==> src/rtl/viterbi_pkg.sv <==
// ---------------------------------------------------------------------------
// viterbi_pkg
// Shared widths, FSM state encoding and initial path-metric constants for the
// Viterbi decoder frame controller and its helpers.
// ---------------------------------------------------------------------------
package viterbi_pkg;

   localparam int METRIC_W = 4;   // path-metric width
   localparam int PTR_W    = 3;   // survivor path-register write pointer width
   localparam int SYM_W    = 2;   // received code-symbol width

   typedef enum logic [1:0] {
      ST_IDLE  = 2'd0,
      ST_RUN   = 2'd1,
      ST_FLUSH = 2'd2,
      ST_DRAIN = 2'd3
   } seq_state_t;

   // Metrics loaded by acs_clear: state 00 starts at zero, all others at max
   // so the trellis is forced to begin in the all-zero state.
   localparam logic [METRIC_W-1:0] INIT_METRIC_ZERO = '0;
   localparam logic [METRIC_W-1:0] INIT_METRIC_MAX  = '1;

endpackage

==> src/rtl/viterbi_sequencer_step_delay_line.sv <==
// ---------------------------------------------------------------------------
// step_delay_line
// DEPTH-stage shift register carrying {valid, pointer}; aligns ACS step
// strobes with the moment the ACS result becomes valid.
// Ports:
//   clk, rst       : clock, synchronous active-high clear of every stage
//   i_valid, i_ptr : step strobe and write pointer entering stage 0
//   o_valid, o_ptr : same pair, DEPTH cycles later
//   o_inner_busy   : a valid sits in any stage except the last, i.e. the
//                    line will still be non-empty next cycle
// ---------------------------------------------------------------------------
module step_delay_line #(
   parameter int DEPTH = 1,
   parameter int PTR_W = 3
) (
   input  logic             clk,
   input  logic             rst,
   input  logic             i_valid,
   input  logic [PTR_W-1:0] i_ptr,
   output logic             o_valid,
   output logic [PTR_W-1:0] o_ptr,
   output logic             o_inner_busy
);

   // chain[0] is the input, chain[gi+1] is the output of stage gi
   logic [DEPTH:0]   w_v_chain;
   logic [PTR_W-1:0] w_p_chain [DEPTH+1];

   assign w_v_chain[0] = i_valid;
   assign w_p_chain[0] = i_ptr;

   genvar gi;
   generate
      for (gi = 0; gi < DEPTH; gi++) begin : g_stage
         logic             r_v;
         logic [PTR_W-1:0] r_p;

         always_ff @(posedge clk) begin
            if (rst) begin
               r_v <= 1'b0;
               r_p <= '0;
            end else begin
               r_v <= w_v_chain[gi];
               r_p <= w_p_chain[gi];
            end
         end

         assign w_v_chain[gi+1] = r_v;
         assign w_p_chain[gi+1] = r_p;
      end

      if (DEPTH > 1) begin : g_inner
         assign o_inner_busy = |w_v_chain[DEPTH-1:1];
      end else begin : g_no_inner
         assign o_inner_busy = 1'b0;
      end
   endgenerate

   assign o_valid = w_v_chain[DEPTH];
   assign o_ptr   = w_p_chain[DEPTH];

endmodule

==> src/rtl/viterbi_sequencer.sv <==
// ---------------------------------------------------------------------------
// viterbi_sequencer
// Frame-level controller for the Viterbi datapath: accepts 2-bit symbols on a
// valid/ready handshake, issues one ACS step per symbol, appends TAIL_LEN
// zero tail steps, tracks the 3-bit survivor write pointer, delays step
// strobes by ACS_LAT for the survivor selector and inserts normalization
// cycles when the best metric reaches NORM_THRESH.
// Ports:
//   clk, rst                       : clock, synchronous active-high reset
//   sym_in/sym_valid/sym_last      : symbol stream in, sym_ready back
//   acs_en/acs_sym/acs_clear       : ACS step command (registered)
//   norm_en                        : subtract min_metric this cycle
//   min_metric                     : best metric, valid with sel_valid
//   sel_valid/sel_wp               : selector valid_in / write_pointer_in
//   frame_done                     : single-cycle end-of-frame pulse
// ---------------------------------------------------------------------------
module viterbi_sequencer
   import viterbi_pkg::*;
#(
   parameter int TAIL_LEN    = 2,
   parameter int NORM_THRESH = 12,
   parameter int ACS_LAT     = 1
) (
   input  logic                clk,
   input  logic                rst,
   input  logic [SYM_W-1:0]    sym_in,
   input  logic                sym_valid,
   input  logic                sym_last,
   output logic                sym_ready,
   output logic                acs_en,
   output logic [SYM_W-1:0]    acs_sym,
   output logic                acs_clear,
   output logic                norm_en,
   input  logic [METRIC_W-1:0] min_metric,
   output logic                sel_valid,
   output logic [PTR_W-1:0]    sel_wp,
   output logic                frame_done
);

   localparam int TAIL_CNT_W = (TAIL_LEN > 1) ? $clog2(TAIL_LEN) : 1;
   localparam logic [TAIL_CNT_W-1:0] TAIL_LAST = TAIL_CNT_W'(TAIL_LEN - 1);
   localparam logic [METRIC_W-1:0]   THRESH    = METRIC_W'(NORM_THRESH);

   seq_state_t            r_state;
   logic                  r_acs_en;
   logic                  r_acs_clear;
   logic [SYM_W-1:0]      r_acs_sym;
   logic [PTR_W-1:0]      r_acs_wp;     // pointer of the step being issued
   logic [PTR_W-1:0]      r_wp;         // pointer for the next step
   logic [TAIL_CNT_W-1:0] r_tail_cnt;
   logic                  r_norm_en;
   logic                  r_frame_done;

   logic                  w_norm_req;
   logic                  w_accept;
   logic                  w_tail_go;
   logic                  w_sel_valid;
   logic [PTR_W-1:0]      w_sel_wp;
   logic                  w_inner_busy;

   // A normalization request stalls both symbol intake and tail issue, which
   // is what keeps norm_en and acs_en mutually exclusive one cycle later.
   assign w_norm_req = w_sel_valid && (min_metric >= THRESH);
   assign sym_ready  = !rst && ((r_state == ST_IDLE) || (r_state == ST_RUN)) && !w_norm_req;
   assign w_accept   = sym_valid && sym_ready;
   assign w_tail_go  = (r_state == ST_FLUSH) && !w_norm_req;

   always_ff @(posedge clk) begin
      if (rst) begin
         r_state      <= ST_IDLE;
         r_acs_en     <= 1'b0;
         r_acs_clear  <= 1'b0;
         r_acs_sym    <= '0;
         r_acs_wp     <= '0;
         r_wp         <= '0;
         r_tail_cnt   <= '0;
         r_norm_en    <= 1'b0;
         r_frame_done <= 1'b0;
      end else begin
         r_acs_en     <= 1'b0;
         r_acs_clear  <= 1'b0;
         r_norm_en    <= w_norm_req;
         r_frame_done <= 1'b0;

         case (r_state)
            ST_IDLE: begin
               if (w_accept) begin
                  r_acs_en    <= 1'b1;
                  r_acs_clear <= 1'b1;
                  r_acs_sym   <= sym_in;
                  r_acs_wp    <= '0;
                  r_wp        <= PTR_W'(1);
                  r_tail_cnt  <= '0;
                  r_state     <= sym_last ? ST_FLUSH : ST_RUN;
               end
            end

            ST_RUN: begin
               if (w_accept) begin
                  r_acs_en  <= 1'b1;
                  r_acs_sym <= sym_in;
                  r_acs_wp  <= r_wp;
                  r_wp      <= r_wp + PTR_W'(1);
                  if (sym_last) begin
                     r_state <= ST_FLUSH;
                  end
               end
            end

            ST_FLUSH: begin
               if (w_tail_go) begin
                  r_acs_en  <= 1'b1;
                  r_acs_sym <= '0;
                  r_acs_wp  <= r_wp;
                  r_wp      <= r_wp + PTR_W'(1);
                  if (r_tail_cnt == TAIL_LAST) begin
                     r_tail_cnt <= '0;
                     r_state    <= ST_DRAIN;
                  end else begin
                     r_tail_cnt <= r_tail_cnt + TAIL_CNT_W'(1);
                  end
               end
            end

            ST_DRAIN: begin
               // frame_done is raised when the delay line will be empty on
               // the next cycle, so it lands one cycle after the final
               // sel_valid; IDLE follows once the pulse has been shown.
               if (r_frame_done) begin
                  r_state <= ST_IDLE;
               end else if (!r_acs_en && !w_inner_busy) begin
                  r_frame_done <= 1'b1;
               end
            end

            default: r_state <= ST_IDLE;
         endcase
      end
   end

   step_delay_line #(
      .DEPTH (ACS_LAT),
      .PTR_W (PTR_W)
   ) u_step_delay_line (
      .clk          (clk),
      .rst          (rst),
      .i_valid      (r_acs_en),
      .i_ptr        (r_acs_wp),
      .o_valid      (w_sel_valid),
      .o_ptr        (w_sel_wp),
      .o_inner_busy (w_inner_busy)
   );

   assign acs_en     = r_acs_en;
   assign acs_sym    = r_acs_sym;
   assign acs_clear  = r_acs_clear;
   assign norm_en    = r_norm_en;
   assign sel_valid  = w_sel_valid;
   assign sel_wp     = w_sel_wp;
   assign frame_done = r_frame_done;

endmodule

==> config.mk <==
export PLATFORM = sky130hd
export DESIGN_NAME = viterbi_sequencer
export DESIGN_NICKNAME = d
export VERILOG_FILES = /design/src/rtl/viterbi_pkg.sv /design/src/rtl/viterbi_sequencer_step_delay_line.sv /design/src/rtl/viterbi_sequencer.sv
export SDC_FILE = /design/constraint.sdc
export NUM_CORES = 1
export LEC_CHECK = 0
export BUFFER_PORTS_ARGS = -buffer_cell sky130_fd_sc_hd__buf_2
export CORE_MARGIN = 1.5
export CORE_UTILIZATION = 35
export CTS_CLUSTER_SIZE = 16
export DETAILED_ROUTE_END_ITERATION = 7
export GPL_TIMING_DRIVEN = 0
export HOLD_SLACK_MARGIN = 0.06
export PLACE_DENSITY = 0.54
export SETUP_SLACK_MARGIN = 0.2
export SYNTH_ARGS = -nofsm -noshare
export SYNTH_HDL_FRONTEND = slang
export SYNTH_SLANG_ARGS = --single-unit
==> constraint.sdc <==
create_clock -name clk -period 3.2 [get_ports clk]
set_input_delay 0.96 -clock clk [delete_from_list [all_inputs] [get_ports clk]]
set_output_delay 0.96 -clock clk [all_outputs]
set_load 0.02 [all_outputs]
Yosys cells after proc, flatten, opt, wreduce, memory -nomap -nowiden
Index checks and enable logic that the tools add are counted.
{ "op_classes": {"reduce_logical": 19, "add_sub_neg": 2, "n_lt_le_gt_ge": 1, "shifts": 0, "n_eq_ne": 10, "n_div": 0, "multipliers": 0, "muxes": 27, "n_bitwise": 2} }
{ "op_table": {"columns": ["operator", "count"], "rows": [
  ["$mux 2", 9],
  ["$mux 3", 6],
  ["$pmux 3 s3", 2],
  ["$ne 2x2->1 const B", 6],
  ["$pmux 2 s4", 1],
  ["$mux 1", 6],
  ["$reduce_and 3->1", 2],
  ["$reduce_and 6->1", 1],
  ["$logic_and 1x1->1", 5],
  ["$eq 2x2->1 const B", 2],
  ["$ge 4x4->1 const B", 1],
  ["$pmux 1 s2", 2],
  ["$pmux 2 s2", 1],
  ["$reduce_and 4->1", 1],
  ["$reduce_bool 2->1", 2],
  ["$reduce_or 2->1", 2],
  ["$add 3x1->3 const B", 1],
  ["$reduce_bool 3->1", 1],
  ["$reduce_or 3->1", 1],
  ["$eq 2x1->1 const B", 1],
  ["$logic_not 1->1", 2],
  ["$logic_not 2->1", 1],
  ["$ne 2x1->1 const B", 1],
  ["$not 1->1", 2],
  ["2 further kinds", 2]
]} }
{ "totals": {"output_inout_bits": 11, "input_bits": 10, "ram_bits": 0, "n_memories": 0, "register_bits": 19, "latchBits": 0, "mem_bits_ro": 0} }

Longest topological paths before layout
Gate-level depths: netlist of the first run.
{ "depth": {"ltp_word": 7, "depth_mapped": 6, "mapped_depth_nobuf": 6} }

Modules after synthesis
Synthesis of the first run repeated with hierarchy kept, for this count alone.
{ "unflattened": {"hier_cells": 97, "hier_area_um2": 944.7} }
{ "modules_own_cells": {"columns": ["mod", "seq_area_each_um2", "n_inst", "cells_each", "area_each_um2"], "rows": [
  ["viterbi_sequencer", 300.3, 1, 87, 828.3],
  ["step_delay_line", 80.1, 1, 10, 116.4]
]} }

Least setup slack after synthesis of the first run
OpenSTA, ideal clock, no wires.
{ "synth_path": {"path_type": "input port to output port", "from": "in rst", "to": "out sym_ready", "t_arrival_ns": 1.824, "setup_slack_ns": 0.416, "stages": 3, "cell_sequence": "buf_2 > buf_1 > nor3_1"} }
{ "synth_between": {"elab_chain_cells": 3} }
{ "synth_rtl": {"columns": ["element", "line", "source"], "rows": [
  ["start, declared", "viterbi_sequencer.sv:25", "input logic rst,"],
  ["$logic_not 1->1", "viterbi_sequencer.sv:64", "assign sym_ready = !rst && ((r_state == ST_IDLE) || (r_state == ST_RUN)) && !w_norm_req;"],
  ["$logic_and 1x1->1 (2 in series)", "viterbi_sequencer.sv:64", null],
  ["end, declared", "viterbi_sequencer.sv:29", "output logic sym_ready,"]
]} }
Every way passes these cells.

Worst setup path after layout of the first run
Ends and elaborated chain as after synthesis.

==> results of run 1 <==
[power breakdown]
part           switching (uW)  internal [uW]  leakage (uW)
Clock                    76.4           46.6     0.0000177
Sequential               14.5            257      0.000154
Combinational             105           74.6      0.000308
[state kept, by name, summed over array words and instances (netlist names), 2 cells and up]
signal and flops:
acs_sym 2, r_acs_wp 3, r_state 2, r_wp 3
u_step_delay_line.o_ptr 3
[kinds of logic (layout without fill, tap and decap cells)]
family,after synthesis,after routing
flops,19,19
compound gates,16,16
fa+ha+maj,6,6
simple gates,42,42
mux,4,4
buf+inv,5,27
[critical path, stage by stage]
cell	delay, ns
buf_2	0.11
buf_2	0.17
clkbuf_2	0.21
nor3_1	0.21
buf_2	0.19
[worst paths after layout]
check                           startpoint    endpoint
worst min register to register      acs_en  frame_done
worst max-delay path                   rst   sym_ready
worst min-delay path                acs_en  frame_done
worst max register to register  r_state[0]  r_state[1]
[per-stage QoR]
stage / hold slack [ns] / total power (uW) / setup slack, ns / instance area (um2)
floorplan: 0.449 / 411 / 0.416 / 883
global placement: 0.429 / 455 / 0.280 / 1010
detailed placement: 0.449 / 456 / 0.278 / 1010
CTS: 0.470 / 582 / 0.277 / 1040
global route: 0.484 / 616 / 0.305 / 1040
finish: 0.460 / 574 / 0.393 / 1040
[repair_timing]
action,in CTS,in global routing
gates resized for setup,0,1
setup endpoints to repair,0,1
buffers inserted,0,0
hold buffers,0,0
[layer usage]
| metal | GRT usage [%] | up-vias | part of all wire, % |
|---|---|---|---|
| li1 | - | 376 | - |
| met1 | 16.8 | 341 | 47 |
| met2 | 22.2 | 20 | 44 |
| met3 | 3.67 | 4 | 6.8 |
| met4 | 6.41 | 0 | 1.5 |
| met5 | 0 | - | 0 |
[cell usage in the layout, fill, tap and decap left out, types with 2 or more instances in the layout]
cell       n
ha_1       6
nand4_1    3
a21bo_2    3
dfxtp_1   19
o31ai_1    2
mux2i_1    3
clkbuf_4   3
a21oi_1    6
and3_1     2
buf_2     19
a22o_1     2
nand2_1    3
inv_1      3
nor2_1     6
nand3_1    3
nor2b_1    9
nor3_1     5
nand2b_1   2
[area by class of cell]
type	count	area, um2	share of cell area (%)
Inverter	3	11.3	1.08
Multi-Input combinational cell	68	483	46.4
Timing Repair Buffer	18	90.1	8.66
Tap cell	30	37.5	3.61
Buffer	2	10.0	0.963
Sequential cell	19	380	36.6
Clock inverter	1	5.00	0.481
Clock buffer	3	22.5	2.17
==> metrics.txt, run 1 <==
status=complete, no violations; CTS tree=built; # DRC=0; post-synthesis cell area=between 800 and 900 um2; Synth top cells by count=dfxtp_1 (19), nor2b_1 (9), a21oi_1 (6), ha_1 (6), nor2_1 (6); hold depth=1; maximum clock path buffer count=2; drt wl/cell=12.0 um; share of cells above drive strength 1=about 27%; Startpoint Class=primary input; Final Setup Violations=0; Die Span X=around 53 um; register area share after synthesis=approximately 43%; YS warnings=0; Max Slew Vio Count=0; Post-Syn Nets=about 110; H-Tree Depth=1; Worst-path clk slew=between 0.1 and 0.15 ns; final core utilization=between 40% and 50%; Port Buffers=18; HPWL Detailed=1330 um; worst-path fanout max=10; diodes inserted=0; IO Pins=21; PwrDens=between 500 and 600 nW/um2; fin cells=between 100 and 150; Register-to-Register Path Depth=6; Primary FF master, synth=dfxtp_1; worst relative slew slack=roughly two thirds; cell with the most instances after synthesis=dfxtp_1; Worst EP arrival=1.85 ns; Clock Sinks=19; EDFF count, synth=0; post-synth top area share=between 40% and 50%; DRT Wirelength=around 1700 um; via/cell ratio=between 5 and 6; die area=2830 um2; row cnt=18; number of global-route vias before repair=647; GP Congestion=between 0.7 and 0.8; Synth Instances=just over 90; dominant cell type by area after synthesis=dfxtp_1; Vert. Die Dim=~53 um; LEAKAGE=~0.00048 uW; Synth Area in Simple Gates=approximately 28%; critical path class=in2out; synth unique cells=31; FILL cells=~250; max cap viols=0; final hold vios=0; Crit. End Element=output pin; largest net degree at the start of global routing=12; Slew @ Worst Pin=approximately 0.52 ns; clock skew=between 0.001 and 0.0015 ns; Tcrit/Tclk final=87.7%; number of synthesized register bits=19; first-pass GRT wire length=roughly 2800 um; antenna violations before repair=0; highest clock rate=356 MHz; Detail Route Antenna Nets=0; via count=741; Core ar.=2430 um2; RSZ-0062 raised after global routing=false; Layout area overhead=17.7%; reg-to-reg slack, setup=approximately 1.0 ns; Area contributors post-synth=dfxtp_1 (43%), ha_1 (8.5%), nor2b_1 (6.4%); maximum vdd ir drop=0.215 mV; Compound-Gate Fraction of Synth Area=a little over an eighth; GRT Total Usage=roughly 14%; Async SR Flop Fraction=0%; largest family of logic cells by synthesized area=simple AND/OR/NAND/NOR gates; worst skew pair latency=approximately 0.30 ns; multiplexer share of the synthesized area=roughly 4.7%; dpl cells=140; Root Buffer=clkbuf_4; Total Neg Setup Slack=0 ns; Synth Area in Adders=8.50%; initial core utilization=36.3%; Num CTS Buffers=3; nets@finish=around 130; post-route minimum period=2.81 ns; Overflow after GRT=0; Syn Area/Cell=approximately 9.6 um2; first drt pass iteration count=4; HP Class=reg2reg; XOR/XNOR Fraction of Synth Area=0%; initial DRC count=6; required time of the critical path=between 2 and 2.5 ns
(Power assumes the default switching activity.)
==> run 2: changes to the inputs <==
==> constraint.sdc (replaced) <==
create_clock -name clk -period 3.2 [get_ports clk]
set_input_delay 0.16 -clock clk [delete_from_list [all_inputs] [get_ports clk]]
set_output_delay 0.16 -clock clk [all_outputs]
set_load 0.02 [all_outputs]
==> metrics.txt, run 2 (synthesized netlist as in run 1, its figures left out) <==
status=complete, no violations; maximum vdd ir drop=about 0.21 mV; share of cells above drive strength 1=a little over a quarter; Detail Route Antenna Nets=0; HP Class=in2reg; IO Pins=21; Final Setup Violations=0; Die Span X=about 53 um; Tcrit/Tclk final=67.9%; FILL cells=between 200 and 300; clock skew=about 0.0012 ns; Worst EP arrival=about 2.4 ns; DRT Wirelength=between 1500 and 2000 um; CP Cell Sequence=inv_1 -> ha_1 -> and4_4 -> or4_4 -> or4_1 -> o31ai_1; maximum clock path buffer count=2; diodes inserted=0; Worst-path clk slew=about 0.11 ns; post-route minimum period=2.17 ns; die area=~2800 um2; Vert. Die Dim=around 53 um; reg-to-reg slack, setup=1.03 ns; first-pass GRT wire length=approximately 2800 um; metal2 WL=766 um; antenna violations before repair=0; largest net degree at the start of global routing=12; initial core utilization=36.3%; H-Tree Depth=1; Startpoint Class=flop; Slew @ Worst Pin=around 0.52 ns; Post-CTS Setup Bufs=0; critical path class=reg2reg; cts repair resizes=0; top layer in use=met4; drt wl/cell=about 12 um; Worst path max stage delay=0.53 ns; Clock Sinks=19; via count=approximately 740; worst relative slew slack=around 65%; worst skew pair latency=about 0.30 ns; leading cell types in the layout, fill and taps excluded=buf_2 (19), dfxtp_1 (19), nor2b_1 (9); Core ar.=roughly 2400 um2; WP depth=6; first drt pass iteration count=4; # DRC=0; Port Buffers=18; LEAKAGE=0.000477 uW; Overflow after GRT=0; pre-CTS worst setup slack=approximately 1.1 ns; GP Congestion=just over 0.7; PnR worst setup slack=between 1 and 1.5 ns; Bufs and invs on worst path=1; metal3 WL=~120 um; initial DRC count=6; Crit. End Element=flop; Num CTS Buffers=3; # hold bufs at CTS=0; DRT met1 WL=slightly above 800 um; delay-heaviest family, CP=simple AND/OR/NAND/NOR gates; Register-to-Register Path Depth=6; crit path capture=r_state[1]; Root Buffer=clkbuf_4; Total Neg Setup Slack=0 ns; Max Slew Vio Count=0; via/cell ratio=between 5 and 6; CTS tree=built; r2r startpoint=r_state[0]; Critical path origin=r_state[0]; max cap viols=0; Layout area overhead=17.6%; nets@finish=roughly 130; required time of the critical path=around 3.4 ns; end of the worst register-to-register path=r_state[1]; row cnt=18; final core utilization=between 40% and 50%; RSZ-0062 raised after global routing=false; HPWL Detailed=1330 um; PwrDens=553 nW/um2; worst-path fanout max=6; final hold vios=0; GRT Total Usage=approximately 14%; CP max stage cell=or4_4; number of global-route vias before repair=647; highest clock rate=approximately 460 MHz
## run 2: changes by cell type in the layout (fill, tap and decap cells not counted), sizes merged
cell / before / now
buf: 19 / 20
clkbuf: 4 / 3
## run 2: worst min-delay path by stage
| stage | start | to | slack, ns | cells after the start |
|---|---|---|---|---|
| after floorplan | sym_in[0] | acs_sym[0] | 0.29 | 1 |
| after global placement | sym_in[1] | acs_sym[1] | 0.39 | 2 |
| after detailed placement | sym_in[0] | acs_sym[0] | 0.38 | 2 |
| after CTS | sym_in[0] | acs_sym[0] | 0.07 | 2 |
| after global routing | sym_in[0] | acs_sym[0] | 0.07 | 2 |
| final | sym_in[1] | acs_sym[1] | 0.08 | 2 |
## run 2: area by class of cell
cell class	instances	area, um2	area share (%)
repair buffers	18	90.1	8.67
clock inverters	1	5.00	0.482
well taps	30	37.5	3.61
multi-input cells	68	483	46.5
flip-flops and latches	19	380	36.6
inverters	3	11.3	1.08
clock buffers	3	22.5	2.17
plain buffers	2	8.76	0.843
## run 2: stage by stage
step / area (um2) / hold WS (ns) / cells / power [uW]
after global routing: 1040 / 0.0660 / 144 / 616
after floorplan: 883 / 0.293 / 92 / 411
after CTS: 1040 / 0.0658 / 144 / 582
after global placement: 1010 / 0.386 / 140 / 455
final: 1040 / 0.0753 / 144 / 574
after detailed placement: 1010 / 0.385 / 140 / 456
## run 2: metal layers
metal | global-route usage (%) | vias up
met1 | 16.8 | 341
met2 | 22.2 | 20
met3 | 3.67 | 4
met5 | 0 | -
met4 | 6.41 | 0
li1 | - | 376
## run 2: power by group
part | total, uW | internal [uW] | switching (uW)
registers | 271 | 257 | 14.5
clock network | 123 | 46.6 | 76.4
logic | 180 | 74.4 | 105
total | 574 | 378 | 196
==> run 3: changes to the inputs <==
Settings changed: PLACE_DENSITY 0.54 to 0.56.
Clock period 3.2 ns to 1.9 ns, I/O delays scaled along.
==> metrics.txt, run 3 (synthesized netlist as in run 1, its figures left out) <==
CP Cell Sequence=inv_4 -> ha_4 -> nor2b_4 -> or4_4 -> or4_4 -> o31ai_2; Startpoint Class=flop; H-Tree Depth=1; Worst-path clk slew=roughly 0.11 ns; first drt pass iteration count=4; GRT Total Usage=around 14%; Layout area overhead=27.8%; DRT Wirelength=~1800 um; HPWL Detailed=approximately 1400 um; pre-CTS worst setup slack=around 0.07 ns; Overflow after GRT=0; leading cell types in the layout, fill and taps excluded=buf_2 (19), dfxtp_1 (17), nor2b_1 (8); worst relative slew slack=between 60 and 70%; Tcrit/Tclk final=between 90% and 100%; row cnt=18; crit path capture=r_state[1]; drt wl/cell=approximately 12 um; via/cell ratio=5.14; Vert. Die Dim=about 53 um; Worst EP arrival=just over 2 ns; maximum clock path buffer count=2; end of the worst register-to-register path=r_state[1]; via count=between 700 and 800; largest net degree at the start of global routing=12; share of cells above drive strength 1=36.2%; Total Neg Setup Slack=0 ns; final hold vios=0; Max Slew Vio Count=0; Root Buffer=clkbuf_4; RSZ-0062 raised after global routing=true; post-route minimum period=~1.9 ns; initial core utilization=between 30% and 40%; CTS tree=built; worst skew pair latency=about 0.29 ns; die area=between 2000 and 3000 um2; first-pass GRT wire length=around 2800 um; Final Setup Violations=0; LEAKAGE=0.000499 uW; most frequent CP cell=or4_4; Post-CTS Setup Bufs=0; # DRC=0; diodes inserted=0; Port Buffers=18; required time of the critical path=2.10 ns; Worst path max stage delay=0.53 ns; clock skew=0.00310 ns; max cap viols=0; Final Power=~1000 uW; Register-to-Register Path Depth=6; PwrDens=approximately 900 nW/um2; worst hold slack=0.159 ns; Die Span X=between 50 and 60 um; maximum vdd ir drop=roughly 0.53 mV; initial DRC count=11; Crit. End Element=flop; status=complete, no violations; PnR worst setup slack=about 0.033 ns; critical path class=reg2reg; Slew @ Worst Pin=0.481 ns; antenna violations before repair=0; CP max stage cell=or4_4; Detail Route Antenna Nets=0; Clock Sinks=19; reg-to-reg slack, setup=roughly 0.033 ns; nets@finish=roughly 130; highest clock rate=about 540 MHz; HP Class=in2reg; Critical path origin=r_state[1]; Num CTS Buffers=3; number of global-route vias before repair=661; GP Congestion=around 0.69; most common cell after layout, fill and taps aside=buf_2; worst-path fanout max=4; IO Pins=21; Core ar.=2430 um2; r2r startpoint=r_state[1]
run 3: metal layers:
metal,track usage [%],vias up,routed length [um]
li1,-,382,-
met1,17.7,349,866
met2,22.8,17,811
met3,3.39,2,89
met4,3.85,0,15
met5,0,-,0
run 3: layout make-up:
type | count | area [um2]
plain buffers | 2 | 8.76
clock buffers | 3 | 22.5
clock inverters | 1 | 5.00
fillers | 234 | 1300
inverters | 3 | 16.3
multi-input cells | 68 | 541
flip-flops and latches | 19 | 388
well taps | 30 | 37.5
repair buffers | 20 | 110
run 3: power by group:
part	total (uW)	switching [uW]	internal, uW
clock network	203	125	78.1
registers	469	32.9	436
logic	349	193	156
run 3: worst min path at each step:
stage                          from          to  slack [ns]  cells past startpoint
after floorplan           sym_in[0]  acs_sym[0]        0.23                      1
after global placement    sym_in[1]  acs_sym[1]        0.32                      2
after detailed placement  sym_in[0]  acs_sym[0]        0.32                      2
after CTS                       rst   acs_clear        0.14                      3
after global routing            rst   acs_clear        0.16                      3
final                           rst   acs_clear        0.16                      3
run 3: worst max-delay path: cells and delay by family, from the launching register on:
kind | cells | cell delay (ns)
compound gates | 1 | 0.07
simple gates | 3 | 1.08
flops | 1 | 0.40
fa+ha+maj | 1 | 0.17
buf+inv | 1 | 0.05
run 3: metrics by stage:
stage / utilization (%) / cell area [um2] / instances
detailed placement: 43.6 / 1060 / 140
CTS: 45.6 / 1110 / 146
global placement: 43.6 / 1060 / 140
finish: 46.4 / 1130 / 146
floorplan: - / 933 / 92
global route: 46.4 / 1130 / 146
run 3: timing repair:
item | 4_1_cts | 5_1_grt
setup endpoints to repair | 7 | 11
hold buffers | 2 | 0
resized for setup | 0 | 5
pin swaps | 0 | 0
endpoints found under the hold margin | 2 | 0
